--- config.mk ---
export PLATFORM = sky130hd
export DESIGN_NAME = uart_rx_engine
export DESIGN_NICKNAME = d
export VERILOG_FILES = /design/src/rtl/uart_rx_engine.sv
export SDC_FILE = /design/constraint.sdc
export NUM_CORES = 1
export LEC_CHECK = 0
export BUFFER_PORTS_ARGS = -buffer_cell sky130_fd_sc_hd__buf_2
export CORE_ASPECT_RATIO = 1.2
export CORE_MARGIN = 2
export CORE_UTILIZATION = 30
export DETAILED_ROUTE_END_ITERATION = 12
export GPL_TIMING_DRIVEN = 0
export PLACE_DENSITY_LB_ADDON = 0.12
export SYNTH_ARGS = -nofsm -noshare
export SYNTH_HDL_FRONTEND = slang
export SYNTH_SLANG_ARGS = --single-unit
--- constraint.sdc ---
create_clock -name PCLK -period 3.2 [get_ports PCLK]
set_clock_uncertainty 0.15 [all_clocks]
set_input_delay 0.64 -clock PCLK [delete_from_list [all_inputs] [get_ports PCLK]]
set_output_delay 0.64 -clock PCLK [all_outputs]
set_load 0.005 [all_outputs]
--- src/rtl/uart_rx_engine.sv ---
// UART receive engine: synchroniser, oversampling bit FSM and a first-word
// fall-through RX FIFO carrying parity/framing/break flags per word.
module uart_rx_engine #(
    parameter int MAX_DATA = 9,
    parameter int DEPTH    = 16,
    parameter int OVS      = 16,
    parameter int DIV_W    = 16
) (
    input  logic                     PCLK,
    input  logic                     PRESETn,
    input  logic                     rx_en,
    input  logic [DIV_W-1:0]         baud_div,
    input  logic [3:0]               data_len,
    input  logic                     parity_en,
    input  logic                     parity_odd,
    input  logic                     stop_two,
    input  logic                     uart_rxd,
    input  logic                     rd_en,
    output logic [MAX_DATA-1:0]      rd_data,
    output logic [2:0]               rd_err,
    output logic                     fifo_empty,
    output logic                     fifo_full,
    output logic [$clog2(DEPTH):0]   fifo_level,
    output logic                     overrun,
    input  logic                     overrun_clr,
    output logic                     rx_busy
);

    localparam int AW  = $clog2(DEPTH);
    localparam int LW  = AW + 1;
    localparam int SCW = $clog2(OVS);
    localparam int W   = MAX_DATA + 3;

    typedef enum logic [2:0] {
        IDLE,
        START,
        DATA,
        PARITY,
        STOP1,
        STOP2
    } state_t;

    state_t state, next_state;

    logic sync1, sync2, rxd_prev;
    logic rxd_s, fall;

    logic [DIV_W-1:0] tick_cnt;
    logic             tick;
    logic [SCW-1:0]   samp_cnt;
    logic             bit_done;
    logic             start_go;

    logic [3:0]          len_clamped;
    logic [3:0]          len_q;
    logic                par_q, odd_q, stop2_q;
    logic [3:0]          bit_cnt;
    logic [MAX_DATA-1:0] data_q;
    logic                pe_q, fe_q, brk_q, zero_q;

    logic         push;
    logic         fe_now, brk_now;
    logic [W-1:0] push_word;

    logic [W-1:0]  mem [DEPTH];
    logic [AW-1:0] wr_ptr, rd_ptr;
    logic [LW-1:0] count;
    logic          pop, push_ok, ovr_set;
    logic [W-1:0]  head;

    // The line idles high, so the synchroniser and edge history reset to 1.
    always_ff @(posedge PCLK or negedge PRESETn) begin
        if (!PRESETn) begin
            sync1    <= 1'b1;
            sync2    <= 1'b1;
            rxd_prev <= 1'b1;
        end else begin
            sync1    <= uart_rxd;
            sync2    <= sync1;
            rxd_prev <= sync2;
        end
    end

    assign rxd_s = sync2;
    assign fall  = rxd_prev & ~rxd_s;

    always_comb begin
        len_clamped = data_len;
        if (data_len < 4'd5) begin
            len_clamped = 4'd5;
        end else if (data_len > 4'(MAX_DATA)) begin
            len_clamped = 4'(MAX_DATA);
        end
    end

    assign tick = (tick_cnt == baud_div);

    always_ff @(posedge PCLK or negedge PRESETn) begin
        if (!PRESETn) begin
            tick_cnt <= '0;
        end else if (start_go || tick) begin
            tick_cnt <= '0;
        end else begin
            tick_cnt <= tick_cnt + DIV_W'(1);
        end
    end

    // START waits half a bit to land on the centre; later bits wait a full bit.
    assign bit_done = tick && ((state == START) ? (samp_cnt == SCW'(OVS/2 - 1))
                                                : (samp_cnt == SCW'(OVS - 1)));

    always_ff @(posedge PCLK or negedge PRESETn) begin
        if (!PRESETn) begin
            samp_cnt <= '0;
        end else if (start_go || bit_done) begin
            samp_cnt <= '0;
        end else if (tick) begin
            samp_cnt <= samp_cnt + SCW'(1);
        end
    end

    always_ff @(posedge PCLK or negedge PRESETn) begin
        if (!PRESETn) begin
            state <= IDLE;
        end else begin
            state <= next_state;
        end
    end

    always_comb begin
        next_state = state;
        start_go   = 1'b0;
        push       = 1'b0;
        if (!rx_en) begin
            next_state = IDLE;
        end else begin
            case (state)
                IDLE: begin
                    if (fall) begin
                        next_state = START;
                        start_go   = 1'b1;
                    end
                end
                START: begin
                    if (bit_done) begin
                        next_state = rxd_s ? IDLE : DATA;
                    end
                end
                DATA: begin
                    if (bit_done && (bit_cnt == len_q - 4'd1)) begin
                        next_state = par_q ? PARITY : STOP1;
                    end
                end
                PARITY: begin
                    if (bit_done) begin
                        next_state = STOP1;
                    end
                end
                STOP1: begin
                    if (bit_done) begin
                        if (stop2_q) begin
                            next_state = STOP2;
                        end else begin
                            next_state = IDLE;
                            push       = 1'b1;
                        end
                    end
                end
                STOP2: begin
                    if (bit_done) begin
                        next_state = IDLE;
                        push       = 1'b1;
                    end
                end
                default: next_state = IDLE;
            endcase
        end
    end

    always_ff @(posedge PCLK or negedge PRESETn) begin
        if (!PRESETn) begin
            len_q   <= 4'd5;
            par_q   <= 1'b0;
            odd_q   <= 1'b0;
            stop2_q <= 1'b0;
            bit_cnt <= '0;
            data_q  <= '0;
            pe_q    <= 1'b0;
            fe_q    <= 1'b0;
            brk_q   <= 1'b0;
            zero_q  <= 1'b1;
        end else if (start_go) begin
            len_q   <= len_clamped;
            par_q   <= parity_en;
            odd_q   <= parity_odd;
            stop2_q <= stop_two;
            bit_cnt <= '0;
            data_q  <= '0;
            pe_q    <= 1'b0;
            fe_q    <= 1'b0;
            brk_q   <= 1'b0;
            zero_q  <= 1'b1;
        end else if (bit_done) begin
            case (state)
                DATA: begin
                    data_q[bit_cnt] <= rxd_s;
                    bit_cnt         <= bit_cnt + 4'd1;
                    if (rxd_s) begin
                        zero_q <= 1'b0;
                    end
                end
                PARITY: begin
                    pe_q <= ((^data_q) ^ rxd_s) != odd_q;
                    if (rxd_s) begin
                        zero_q <= 1'b0;
                    end
                end
                STOP1: begin
                    fe_q  <= ~rxd_s;
                    brk_q <= zero_q & ~rxd_s;
                end
                default: ;
            endcase
        end
    end

    // Flags for the word being pushed include the stop bit sampled this cycle.
    always_comb begin
        fe_now  = fe_q | ~rxd_s;
        brk_now = brk_q;
        if (state == STOP1) begin
            fe_now  = ~rxd_s;
            brk_now = zero_q & ~rxd_s;
        end
        push_word = {brk_now, fe_now | brk_now, pe_q, data_q};
    end

    assign fifo_empty = (count == '0);
    assign fifo_full  = (count == LW'(DEPTH));
    assign pop        = rd_en & ~fifo_empty;
    assign push_ok    = push & (~fifo_full | pop);
    assign ovr_set    = push & fifo_full & ~pop;

    always_ff @(posedge PCLK) begin
        if (push_ok) begin
            mem[wr_ptr] <= push_word;
        end
    end

    always_ff @(posedge PCLK or negedge PRESETn) begin
        if (!PRESETn) begin
            wr_ptr <= '0;
            rd_ptr <= '0;
            count  <= '0;
        end else begin
            if (push_ok) begin
                wr_ptr <= wr_ptr + AW'(1);
            end
            if (pop) begin
                rd_ptr <= rd_ptr + AW'(1);
            end
            case ({push_ok, pop})
                2'b10:   count <= count + LW'(1);
                2'b01:   count <= count - LW'(1);
                default: count <= count;
            endcase
        end
    end

    always_ff @(posedge PCLK or negedge PRESETn) begin
        if (!PRESETn) begin
            overrun <= 1'b0;
        end else if (ovr_set) begin
            overrun <= 1'b1;
        end else if (overrun_clr) begin
            overrun <= 1'b0;
        end
    end

    // Storage is not reset, so the head is masked while the FIFO is empty.
    assign head       = mem[rd_ptr];
    assign rd_data    = fifo_empty ? '0 : head[MAX_DATA-1:0];
    assign rd_err     = fifo_empty ? 3'b000 : head[W-1:MAX_DATA];
    assign fifo_level = count;
    assign rx_busy    = (state != IDLE);

endmodule

Yosys cells after proc, flatten, opt, wreduce, memory -nomap -nowiden:

Memories as Yosys holds them, arrays and structs flattened.
Index checks and enable logic that the tools add are counted.

* output and inout bits: 21
* bits in writable memories: 192
* word-level logic and storage cells: 145
* bits in registers: 64
* memories kept: 1
* input port bits: 29

Memory list
* mem: words 16, bits a word 12, read ports 1, clocked after Yosys merged registers in 0, write ports 1, RTL line 65 `logic [W-1:0] mem [DEPTH];`

* reductions and logical operators: 24
* bitwise logic cells: 14
* $lt $le $gt $ge: 4
* $add $sub $neg: 8
* multiplexer cells: 55
* eq/ne operators: 19

Operators by type and width (number)
* two-way mux 9 bit: 4
* two-way mux 3 bit: 10
* two-way mux 4 bit: 7
* two-way mux 1 bit: 27
* inequality test 3 bit, second input constant: 6
* one-hot mux 3 bit (6 select lines): 1
* nonzero test 2 bit: 9
* adder 16 x 1 -> 16 bit, second input constant: 1
* adder 4 x 1 -> 4 bit, second input constant: 4
* == test 16 bit: 1
* two-way mux 16 bit: 1
* one-hot mux 5 bit (2 select lines): 1
* bitwise mux 9 bit: 1
* parity 9 bit: 1
* AND 1 bit: 6
* == test 3 x 2 -> 1 bit, second input constant: 2
* == test 3 bit, second input constant: 2
* AND reduction 2 bit: 3
* AND reduction 6 bit: 1
* adder 5 x 1 -> 5 bit, second input constant: 1
* == test 5 bit, second input constant: 1
* zero test 5 bit: 1
* < comparator 4 x 5 -> 1 bit, second input constant: 1
* subtractor 5 x 1 -> 5 bit, second input constant: 1
* other kinds (23): 31

Longest topological paths before layout:

Gate-level depths: netlist (run 1).

* depth after elaboration: 9
* gate-level depth with buffers: 15
* gate-level depth less buffers: 12

Worst setup path after synthesis (run 1):

Ideal clock, no wire load.

* kind: input to register
* start point: in baud_div[4]
* end point: reg count[4] (netlist: fifo_level[4])
* slack: -211 ps
* cell stages on the path: 14
* buffers on the path: 2
* setup time: 133 ps
* data arrival time: 3128 ps
* data required time: 2917 ps
* cells stage by stage: xnor2_1 > nand4_1 > nor4_4 > and2_1 > buf_4 > buf_6 > a21oi_1 > fa_1 > a21o_1 > a21oi_1 > nand2_1 > a31o_2 > nand3_1 > o211ai_1

* word-level cells in the longest chain between the ends: 8
* elaborated cells on any way between the ends: 11
* classes of those cells: eq/ne (3); mux (5); bitwise (1); reduce/logical (2)

RTL lines
* start, declared: RTL line 12 `input logic [DIV_W-1:0] baud_div,`
* == test 16 bit *: RTL line 96 `assign tick = (tick_cnt == baud_div);`
* logical AND 1 bit *: RTL line 109 `assign bit_done = tick && ((state == START) ? (samp_cnt == SCW'(OVS/2 - 1))`
* two-way mux 1 bit, on equally long branches: RTL line 170, 160
* one-hot mux 1 bit (2 select lines) *: RTL line 137 `case (state)`
* two-way mux 1 bit *: RTL line 134 `if (!rx_en) begin`
* AND 1 bit *: RTL line 241 `assign push_ok = push & (~fifo_full | pop);`
* == test 2 x 1 -> 1 bit or == test 2 bit (tied branches): RTL line 262 `case ({push_ok, pop})`
* one-hot mux 5 bit (2 select lines) or nonzero test 2 bit (tied branches)
* end signal, assigned: RTL line 263 `2'b10: count <= count + LW'(1);`
* end signal, assigned: RTL line 264 `2'b01: count <= count - LW'(1);`
* end signal, assigned: RTL line 265 `default: count <= count;`
* end, declared: RTL line 67 `logic [LW-1:0] count;`

Mark *: on every way between the ends. The rest lies on a longest branch, timed or not.
A chain may end at the register's enable or synchronous reset.

Final worst setup path (run 1):

* start point: reg rd_ptr[0]
* end point: out rd_data[3]

* word-level cells in the longest chain between the ends: 2

RTL lines
* start, declared: RTL line 66 `logic [AW-1:0] wr_ptr, rd_ptr;`
* start signal, assigned: RTL line 260 `rd_ptr <= rd_ptr + AW'(1);`
* memory (16 x 12 bit)
* two-way mux 9 bit: RTL line 282 `assign rd_data = fifo_empty ? '0 : head[MAX_DATA-1:0];`
* end, declared: RTL line 19 `output logic [MAX_DATA-1:0] rd_data,`

Every way passes these cells.

==> metrics.md, run 1 <==
| Metric | Value |
|---|---|
| Clock latency on the worst-skew pair | `between 500 and 600 ps` |
| I/O pin count | `50` |
| Number of synthesized register bits | `roughly 260` |
| Critical Path Fanout Max | `8` |
| Synth area leaders | `edfxtp_1, dfrtp_1, mux4_2, xnor2_1, ha_1` |
| Peak VDD IR | `roughly 0.37 mV` |
| First-pass GRT wire length | `roughly 42000 um` |
| Post-synth EDFFs | `between 150 and 200` |
| CP required | `approximately 2400 ps` |
| Final Hold Fails | `0` |
| Seq/Total Area, Yosys | `between 60% and 70%` |
| YS warnings | `0` |
| CTS hold repair buffers | `0` |
| Hold EP | `sync1$_DFF_PN1_` |
| Cell area after synthesis | `between 10000 and 15000 um2` |
| WL/cell | `around 22 um` |
| Post-route design area | `roughly 13000 um2` |
| Post-synth net total | `approximately 720` |
| Commonest cells in the netlist | `edfxtp_1, mux4_2, dfrtp_1` |
| Worst hold start | `uart_rxd` |
| Average size of a mapped cell | `about 16 um2` |
| Slew Limit Headroom | `between 40% and 50%` |
| Final period utilization | `106%` |
| Rows | `77` |
| Die area | `38500 um2` |
| Total CTS buffers | `28` |
| Clock-pin slew on the worst setup and hold paths | `60 ps` |
| Slew Limit Fails | `0` |
| Root buffer cell | `clkbuf_16` |
| Final worst slack | `-202 ps` |
| Drt pass-1 iters | `4` |
| Pre-CTS setup slack | `-842 ps` |
| Buf/Inv on CP | `3` |
| Worst r2r src | `tick_cnt[6]$_DFF_PN0_` |
| Reg2reg setup slack | `210 ps` |
| Final setup vio count | `12` |
| Worst hold path class | `in -> reg` |
| Post-synth top area share | `52.0%` |
| Failing checks | `negative setup slack` |
| Total Routing Usage GR | `14.2%` |
| Vias per cell | `around 4.8` |
| HPWL after detailed placement | `17600 um` |
| Critical path's slowest cell | `mux4_2` |
| Initial core utilization | `30.3%` |
| Largest net degree at the start of global routing | `65` |
| Layout cell share with drive strength beyond 1 | `between 30% and 40%` |
| DIE WIDTH | `between 150 and 200 um` |
| Fillers | `3505` |
| DRC | `0` |
| Vias in the first global route | `~6700` |
| Via count | `6121` |
| Hold Path Depth | `1` |
| CP Capture Type | `primary output` |
| TritonCTS Sinks | `approximately 260` |
| Reg2Reg Depth | `14` |
| Startpoint types | `flip-flop` |
| Cell family with the largest share of critical-path delay | `multiplexers` |
| Post-Syn Instances | `about 680` |
| Max cap viols | `0` |
| Crit path kind | `reg -> out` |
| Post-route ant nets | `0` |
| Asr flop ratio synth | `about a quarter` |
| Cell with the most instances after synthesis | `edfxtp_1` |
| P_leak | `between 5 and 6 nW` |
| Synth cell types | `51` |
| Area leader, netlist | `edfxtp_1` |
| CTS tree | `built` |
| H-tree depth | `1` |
| Chip height | `around 210 um` |
| Port bufs | `48` |
| R2r endpoint | `fifo_level[4]$_DFFE_PN0P_` |
| Core Box Area | `about 37000 um2` |
| Max frequency | `294 MHz` |
| Synth Flop Type | `edfxtp_1` |
| # diodes | `0` |
| Total power per unit cell area | `roughly 530 nW/um2` |
| Status | `complete, but fails checks` |
| CP cell instances | `buf_12 > buf_12 > mux4_2 > mux4_2 > nor2b_4 > buf_2` |
| Initial antenna violation count | `0` |
| Total Wirelength | `approximately 27000 um` |
| Post-placement cell area | `roughly 12000 um2` |
| RSZ-0062 raised after global routing | `yes` |
| Critical path arrival | `2610 ps` |
| Setup TNS | `-2210 ps` |
| Routability Congestion | `a little under 0.8` |
| Max Root-Sink Buffers | `3` |
| Final #Nets | `around 820` |
| Tmin final | `between 3000 and 4000 ps` |
| Multi-input gate area | `about 3600 um2` |
| Initial drt markers | `approximately 350` |
| Reg area | `7390 um2` |
| Slew @ Worst Pin | `895 ps` |
| Area grow syn2layout | `20.5%` |
| Worst hold slack | `~29 ps` |
| GR Overflow Total | `0` |
| CP peak stage delay | `about 570 ps` |
[power breakdown]
group | switching (mW) | total, mW | leakage (nW) | internal (mW)
logic | 0.135 | 0.262 | 1.78 | 0.127
clock network | 1.34 | 3.22 | 0.444 | 1.88
registers | 0.0603 | 3.65 | 3.03 | 3.59
[per-stage QoR]
stage          total power, mW  std cells  utilization (%)
3_5_place_dp              3.96       1205             32.7
4_1_cts                   7.19       1262             35.9
3_3_place_gp              3.95       1200             32.5
6_report                  7.14       1272             36.5
2_1_floorplan             3.87        678                -
5_1_grt                   7.41       1272             36.5
[worst reg2reg max path, delay by kind of cell, from the launching register on]
family | cells | cell delay (ps)
AO/OA/AOI/OAI | 5 | 730
XOR/XNOR | 1 | 170
adder cells (fa/ha/maj) | 1 | 370
buffers and inverters | 2 | 270
flip-flops | 1 | 420
AND/OR/NAND/NOR | 5 | 740
[cell usage in the layout, fill, tap and decap left out, drive strengths merged, types with 5 or more instances in the layout]
master	n
a21oi	9
nor2	34
and3	9
clkbuf	55
edfxtp	192
ha	15
dfstp	6
nor4	5
buf	83
mux4	60
xor2	19
nor3	8
and2	13
nand2	48
nand4	15
nand3	15
clkinv	7
o21ai	13
dfrtp	58
nor2b	24
inv	15
mux2i	15
nand4b	5
xnor2	39
[registers in the layout, summed over array words and instances, names as in the netlist, 3 cells and up]
register    cells
len_q           4
rd_ptr          4
fifo_level      5
tick_cnt       16
samp_cnt        4
mem           192
wr_ptr          4
state           3
bit_cnt         4
data_q          9
[how the worst max path moves through the flow]
stage	start	end	slack [ps]	cells after the start
floorplan	baud_div[5]	mem[3][0]$_DFFE_PP_	-210	5
global placement	baud_div[5]	mem[7][6]$_DFFE_PP_	-2220	6
detailed placement	baud_div[6]	fifo_level[4]$_DFFE_PN0P_	-840	15
CTS	rd_ptr[0]$_DFFE_PN0P_	rd_err[0]	-260	6
global route	rd_ptr[0]$_DFFE_PN0P_	rd_data[3]	-290	6
finish	rd_ptr[0]$_DFFE_PN0P_	rd_data[3]	-200	6
[per-layer routing]
| layer | track usage [%] | part of all wire (%) | up-vias |
|---|---|---|---|
| li1 | - | - | 2768 |
| met1 | 17.1 | 41 | 3203 |
| met2 | 26.3 | 54 | 117 |
| met3 | 2.11 | 3.5 | 33 |
| met4 | 3.90 | 1.8 | 0 |
| met5 | 0 | 0 | - |
[timing repair]
action / CTS / global route
pin swaps: 2 / 9
gates cloned: 2 / 1
buffers inserted: 6 / 9
resized for setup: 51 / 37
setup endpoints to repair: 184 / 187
[cell type report]
type	instances	share of cell area, %
clock buffers	40	5.89
flip-flops and latches	256	55.3
well taps	474	4.44
repair buffers	71	3.77
multi-input cells	376	27.1
clock inverters	12	1.06
plain buffers	28	1.96
inverters	15	0.422
[logic make-up (layout without fill, tap and decap cells)]
logic type / count (synthesis) / in the layout / share of synthesized area [%]
flip-flops: 256 / 256 / 66.6
buffers and inverters: 46 / 166 / 1.85
XOR/XNOR: 58 / 58 / 4.65
multiplexers: 78 / 78 / 13.9
AO/OA/AOI/OAI: 39 / 39 / 2.19
AND/OR/NAND/NOR: 185 / 185 / 8.97
adder cells (fa/ha/maj): 16 / 16 / 1.87
(Power assumes the default switching activity.)
==> inputs of run 2 (changes only) <==
- CTS_CLUSTER_DIAMETER: not set -> 40
- SKIP_CTS_REPAIR_TIMING: not set -> 1
==> metrics.md, run 2 (synthesis gave the netlist of run 1 again) <==
| Metric | Value |
|---|---|
| Status | `complete, but fails checks` |
| Failing checks | `negative setup slack` |
| H-tree depth | `2` |
| Core Box Area | `about 37000 um2` |
| Slew Limit Headroom | `roughly two fifths` |
| Reg2reg setup slack | `around 50 ps` |
| Net Sw Frac | `a little over a fifth` |
| Max Root-Sink Buffers | `3` |
| Most frequent cells in the layout | `edfxtp_1, mux4_2, dfrtp_1, buf_2, nand2_1` |
| Layout cell share with drive strength beyond 1 | `between 30 and 40%` |
| Post-route ant nets | `0` |
| Hold Path Depth | `1` |
| Total chip power | `roughly 8.0 mW` |
| CTS tree | `built` |
| Worst hold slack | `between 80 and 90 ps` |
| GR Overflow Total | `0` |
| Pre-CTS setup slack | `-842 ps` |
| Initial drt markers | `roughly 350` |
| Largest regs | `mem x192, tick_cnt x16, data_q x9` |
| I/O pin count | `50` |
| Hold EP | `sync1$_DFF_PN1_` |
| Routability Congestion | `slightly below 0.8` |
| Vias per cell | `about 4.8` |
| Combinational share of power | `3.0%` |
| Slew @ Worst Pin | `between 800 and 900 ps` |
| Final Hold Fails | `0` |
| Worst hold path class | `in -> reg` |
| Final setup vio count | `12` |
| Crit path kind | `reg -> out` |
| Initial antenna violation count | `0` |
| Critical path arrival | `roughly 2600 ps` |
| Non-Filler Instances | `roughly 1300` |
| HPWL after detailed placement | `about 18000 um` |
| Internal | `6.29 mW` |
| Inst Count DP | `about 1200` |
| Final period utilization | `105%` |
| Worst r2r src | `tick_cnt[5]$_DFF_PN0_` |
| Startpoint types | `flip-flop` |
| DIE WIDTH | `approximately 180 um` |
| Total power per unit cell area | `595 nW/um2` |
| CP Capture Type | `primary output` |
| Chip height | `approximately 210 um` |
| Peak VDD IR | `0.293 mV` |
| Sequential power share | `between 40% and 50%` |
| Final #Nets | `819` |
| P_leak | `between 5 and 6 nW` |
| Via count | `between 6000 and 7000` |
| Total Wirelength | `around 27000 um` |
| Largest net degree at the start of global routing | `65` |
| Max cap viols | `0` |
| # diodes | `0` |
| Clock-pin slew on the worst setup and hold paths | `around 50 ps` |
| RSZ-0062 raised after global routing | `yes` |
| First-pass GRT wire length | `40900 um` |
| Tmin final | `3370 ps` |
| Clock latency on the worst-skew pair | `about 520 ps` |
| Largest Register | `mem` |
| CP required | `2410 ps` |
| Initial core utilization | `a little under a third` |
| Vias in the first global route | `6679` |
| Drt pass-1 iters | `4` |
| Max frequency | `297 MHz` |
| Slew Limit Fails | `0` |
| Critical path launch point | `rd_ptr[0]$_DFFE_PN0P_` |
| Port bufs | `48` |
| Reg2Reg Depth | `14` |
| DRC | `0` |
| Worst hold start | `uart_rxd` |
| Root buffer cell | `clkbuf_16` |
| Total CTS buffers | `38` |
| WL/cell | `about 21 um` |
| Final worst slack | `-165 ps` |
| Commonest non-fill, non-tap cell in the layout | `edfxtp_1` |
| Net Sw Power | `approximately 1.7 mW` |
| Area grow syn2layout | `21.8%` |
| Rows | `77` |
| TritonCTS Sinks | `around 260` |
| Die area | `38500 um2` |
| Total Routing Usage GR | `14.1%` |
| R2r endpoint | `fifo_level[4]$_DFFE_PN0P_` |
| Fraction of power consumed by the clock network | `about half` |
| Critical Path Fanout Max | `10` |
| Flip-flop count of the largest register after layout | `192` |
==> run 2: cell types whose count changed in the layout (fill, tap and decap cells not counted), moves of 2 or more <==
cell,change
and2_2,+3
and2_4,-4
buf_4,-8
bufinv_16,+2
clkbuf_1,-3
clkbuf_16,+12
clkbuf_8,-8
clkinvlp_4,+5
dfrtp_1,+6
dfrtp_2,-6
inv_6,+5
xnor2_1,+4
xnor2_2,-4
==> run 2: final cells by class <==
cell class                      count  area (um2)
Inverter                           15        56.3
Sequential cell                   256        7380
Buffer                             27         249
Timing Repair Buffer               60         380
Clock inverter                     25         278
Tap cell                          474         593
Fill cell                        3497       23100
Clock buffer                       45         998
Multi-Input combinational cell    376        3560
==> run 2: metal layers <==
metal / track usage [%] / wire, um
met1: 17.0 / 11100
met4: 4.25 / 558
met3: 2.45 / 1030
met5: 0 / 0
met2: 25.5 / 14400
==> run 2: power by group through the flow <==
stage / logic (mW) / registers, mW / clock network, mW
after global routing: 0.276 / 3.66 / 4.38
after floorplan: 0.168 / 3.70 / 0
final: 0.240 / 3.66 / 4.13
after detailed placement: 0.241 / 3.72 / 0
after CTS: 0.243 / 3.65 / 4.24
after global placement: 0.232 / 3.72 / 0
==> run 2: worst max path at each step <==
| stage | end | slack (ps) | depth (start not counted) |
|---|---|---|---|
| 2_1_floorplan | mem[3][0]$_DFFE_PP_ | -210 | 5 |
| 3_3_place_gp | mem[7][6]$_DFFE_PP_ | -2220 | 6 |
| 3_5_place_dp | fifo_level[4]$_DFFE_PN0P_ | -840 | 15 |
| 4_1_cts | rd_data[0] | -700 | 6 |
| 5_1_grt | rd_data[1] | -240 | 6 |
| 6_report | rd_data[0] | -170 | 6 |
==> run 2: worst max-delay path, cell delays in order, from the launching register on <==
cell and delay (ps):
dfrtp_2 370, buf_12 160, buf_12 170, mux4_2 550, mux4_2 480, nor2b_1 170, buf_2 140
==> run 2: stage by stage <==
stage	setup TNS, ps	util, %	cell area (um2)
2_1_floorplan	-5130	-	11100
3_3_place_gp	-118730	32.5	11900
3_5_place_dp	-77850	32.7	12000
4_1_cts	-32240	36.2	13200
5_1_grt	-2680	36.9	13500
6_report	-1650	36.9	13500
==> inputs of run 3 (changes only) <==
- CELL_PAD_IN_SITES_DETAIL_PLACEMENT: not set -> 1
- CELL_PAD_IN_SITES_GLOBAL_PLACEMENT: not set -> 1
- CTS_BUF_LIST: not set -> sky130_fd_sc_hd__clkbuf_4
==> metrics.md, run 3 (synthesis gave the netlist of run 1 again) <==
| Metric | Value |
|---|---|
| Status | `complete, but fails checks` |
| Failing checks | `negative setup slack` |
| DIE WIDTH | `roughly 180 um` |
| Hold EP | `odd_q$_DFFE_PN0P_` |
| Post-route design area | `approximately 13000 um2` |
| Slew @ Worst Pin | `841 ps` |
| Reg area | `about 7400 um2` |
| Combinational share of power | `3.6%` |
| Critical path arrival | `approximately 2800 ps` |
| Total power per unit cell area | `roughly 520 nW/um2` |
| Total Routing Usage GR | `~15%` |
| CP cell instances | `buf_6 > buf_12 > mux4_2 > mux4_2 > nor2b_1 > buf_2` |
| Rows | `slightly below 80` |
| P_leak | `between 5 and 6 nW` |
| Max cap viols | `0` |
| Hold Path Depth | `3` |
| Worst hold start | `parity_odd` |
| Final worst slack | `-376 ps` |
| Total chip power | `~7.0 mW` |
| Slew Limit Headroom | `approximately 44%` |
| Clock-pin slew on the worst setup and hold paths | `about 60 ps` |
| Clock latency on the worst-skew pair | `roughly 690 ps` |
| Die area | `around 38000 um2` |
| Crit path kind | `reg -> out` |
| Largest Register | `mem` |
| Critical path launch point | `rd_ptr[0]$_DFFE_PN0P_` |
| Non-Filler Instances | `1360` |
| H-tree depth | `3` |
| Port bufs | `48` |
| Reg2Reg Depth | `15` |
| Vias per cell | `between 4 and 5` |
| GR Overflow Total | `0` |
| Final setup vio count | `13` |
| Final period utilization | `112%` |
| Most frequent cells in the layout | `edfxtp_1, clkbuf_4, mux4_2, dfrtp_1, buf_2` |
| Fraction of power consumed by the clock network | `44.4%` |
| Routability Congestion | `between 0.7 and 0.8` |
| Via count | `~6400` |
| Worst r2r src | `tick_cnt[11]$_DFF_PN0_` |
| Slew Limit Fails | `0` |
| Critical Path Fanout Max | `7` |
| Largest net degree at the start of global routing | `65` |
| Initial antenna violation count | `2` |
| DRC | `0` |
| Area grow syn2layout | `21.1%` |
| Core Box Area | `36600 um2` |
| Reg2reg setup slack | `-10 ps` |
| Total CTS buffers | `74` |
| Total Wirelength | `28900 um` |
| Worst hold slack | `~50 ps` |
| Critical path's slowest cell | `mux4_2` |
| I/O pin count | `50` |
| Layout Utilization | `between 30% and 40%` |
| Tmin final | `3580 ps` |
| CTS tree | `built` |
| Chip height | `~210 um` |
| RSZ-0062 raised after global routing | `yes` |
| TritonCTS Sinks | `approximately 260` |
| Multi-input gate area | `between 3000 and 4000 um2` |
| Commonest non-fill, non-tap cell in the layout | `edfxtp_1` |
| CP required | `2410 ps` |
| Net Sw Power | `1.60 mW` |
| Final Hold Fails | `0` |
| Max Root-Sink Buffers | `3` |
| First-pass GRT wire length | `43700 um` |
| Peak VDD IR | `0.245 mV` |
| Final #Nets | `between 800 and 900` |
| Inst Count DP | `~1200` |
| CP Capture Type | `primary output` |
| Post-route ant nets | `0` |
| Max frequency | `between 200 and 300 MHz` |
| R2r endpoint | `fifo_level[4]$_DFFE_PN0P_` |
| Sequential power share | `between 50% and 60%` |
| CP peak stage delay | `between 500 and 600 ps` |
| Initial core utilization | `approximately 30%` |
| Cell mode on critical path | `mux4_2` |
| Initial drt markers | `approximately 240` |
| Largest regs | `mem x192, tick_cnt x16, data_q x9` |
| Root buffer cell | `clkbuf_4` |
| Net Sw Frac | `between 20% and 30%` |
| Vias in the first global route | `7271` |
| HPWL after detailed placement | `around 19000 um` |
| Fillers | `~3800` |
| Internal | `5.42 mW` |
| Flip-flop count of the largest register after layout | `roughly 190` |
| Worst hold path class | `in -> reg` |
| Startpoint types | `flip-flop` |
| Post-placement cell area | `roughly 12000 um2` |
| Drt pass-1 iters | `5` |
| WL/cell | `~21 um` |
| Layout cell share with drive strength beyond 1 | `35.5%` |
run 3: cell count changes in the layout (fill, tap and decap cells not counted), sizes merged:
cell	change
buf	+8
bufinv	-2
clkbuf	+63
clkinv	+14
clkinvlp	-8
diode	+2
dlygate4sd3	+6
inv	-1
run 3: metrics by stage:
stage          setup TNS (ps)  setup slack, ps
3_3_place_gp          -149210            -2440
2_1_floorplan           -5130             -207
6_report                -4040             -376
4_1_cts                -69780             -960
5_1_grt                 -5960             -490
3_5_place_dp          -113490             -996
run 3: final cells by class:
class	count	area share, %
clock buffers	107	5.99
plain buffers	27	1.76
repair buffers	75	4.18
clock inverters	28	1.25
multi-input cells	376	26.9
diodes	2	0.0373
inverters	15	0.420
well taps	474	4.42
flip-flops and latches	256	55.0
run 3: metal layers:
metal  track usage [%]  routed length, um  vias to the layer above
li1                  -                  -                     2925
met1              18.5              11900                     3337
met2              26.0              15200                      152
met3              3.72               1390                       28
met4              5.39                427                        0
met5                 0                  0                        -
run 3: worst max-delay path: cells and delay by family, from the launching register on:
kind	cells	cell delay, ps
mux	2	1040
flops	1	500
buf+inv	3	390
simple gates	1	160
run 3: power by group through the flow:
| stage | registers [mW] | logic [mW] | clock network, mW |
|---|---|---|---|
| 4_1_cts | 3.65 | 0.254 | 3.25 |
| 6_report | 3.65 | 0.253 | 3.12 |
| 3_5_place_dp | 3.72 | 0.249 | 0 |
| 2_1_floorplan | 3.70 | 0.168 | 0 |
| 3_3_place_gp | 3.72 | 0.236 | 0 |
| 5_1_grt | 3.66 | 0.288 | 3.45 |
run 3: worst max path at each step:
stage / endpoint / slack [ps]
global route: rd_data[3] / -490
detailed placement: fifo_level[4]$_DFFE_PN0P_ / -1000
finish: rd_data[3] / -380
global placement: mem[3][9]$_DFFE_PP_ / -2440
CTS: rd_err[2] / -960
floorplan: mem[3][0]$_DFFE_PP_ / -210
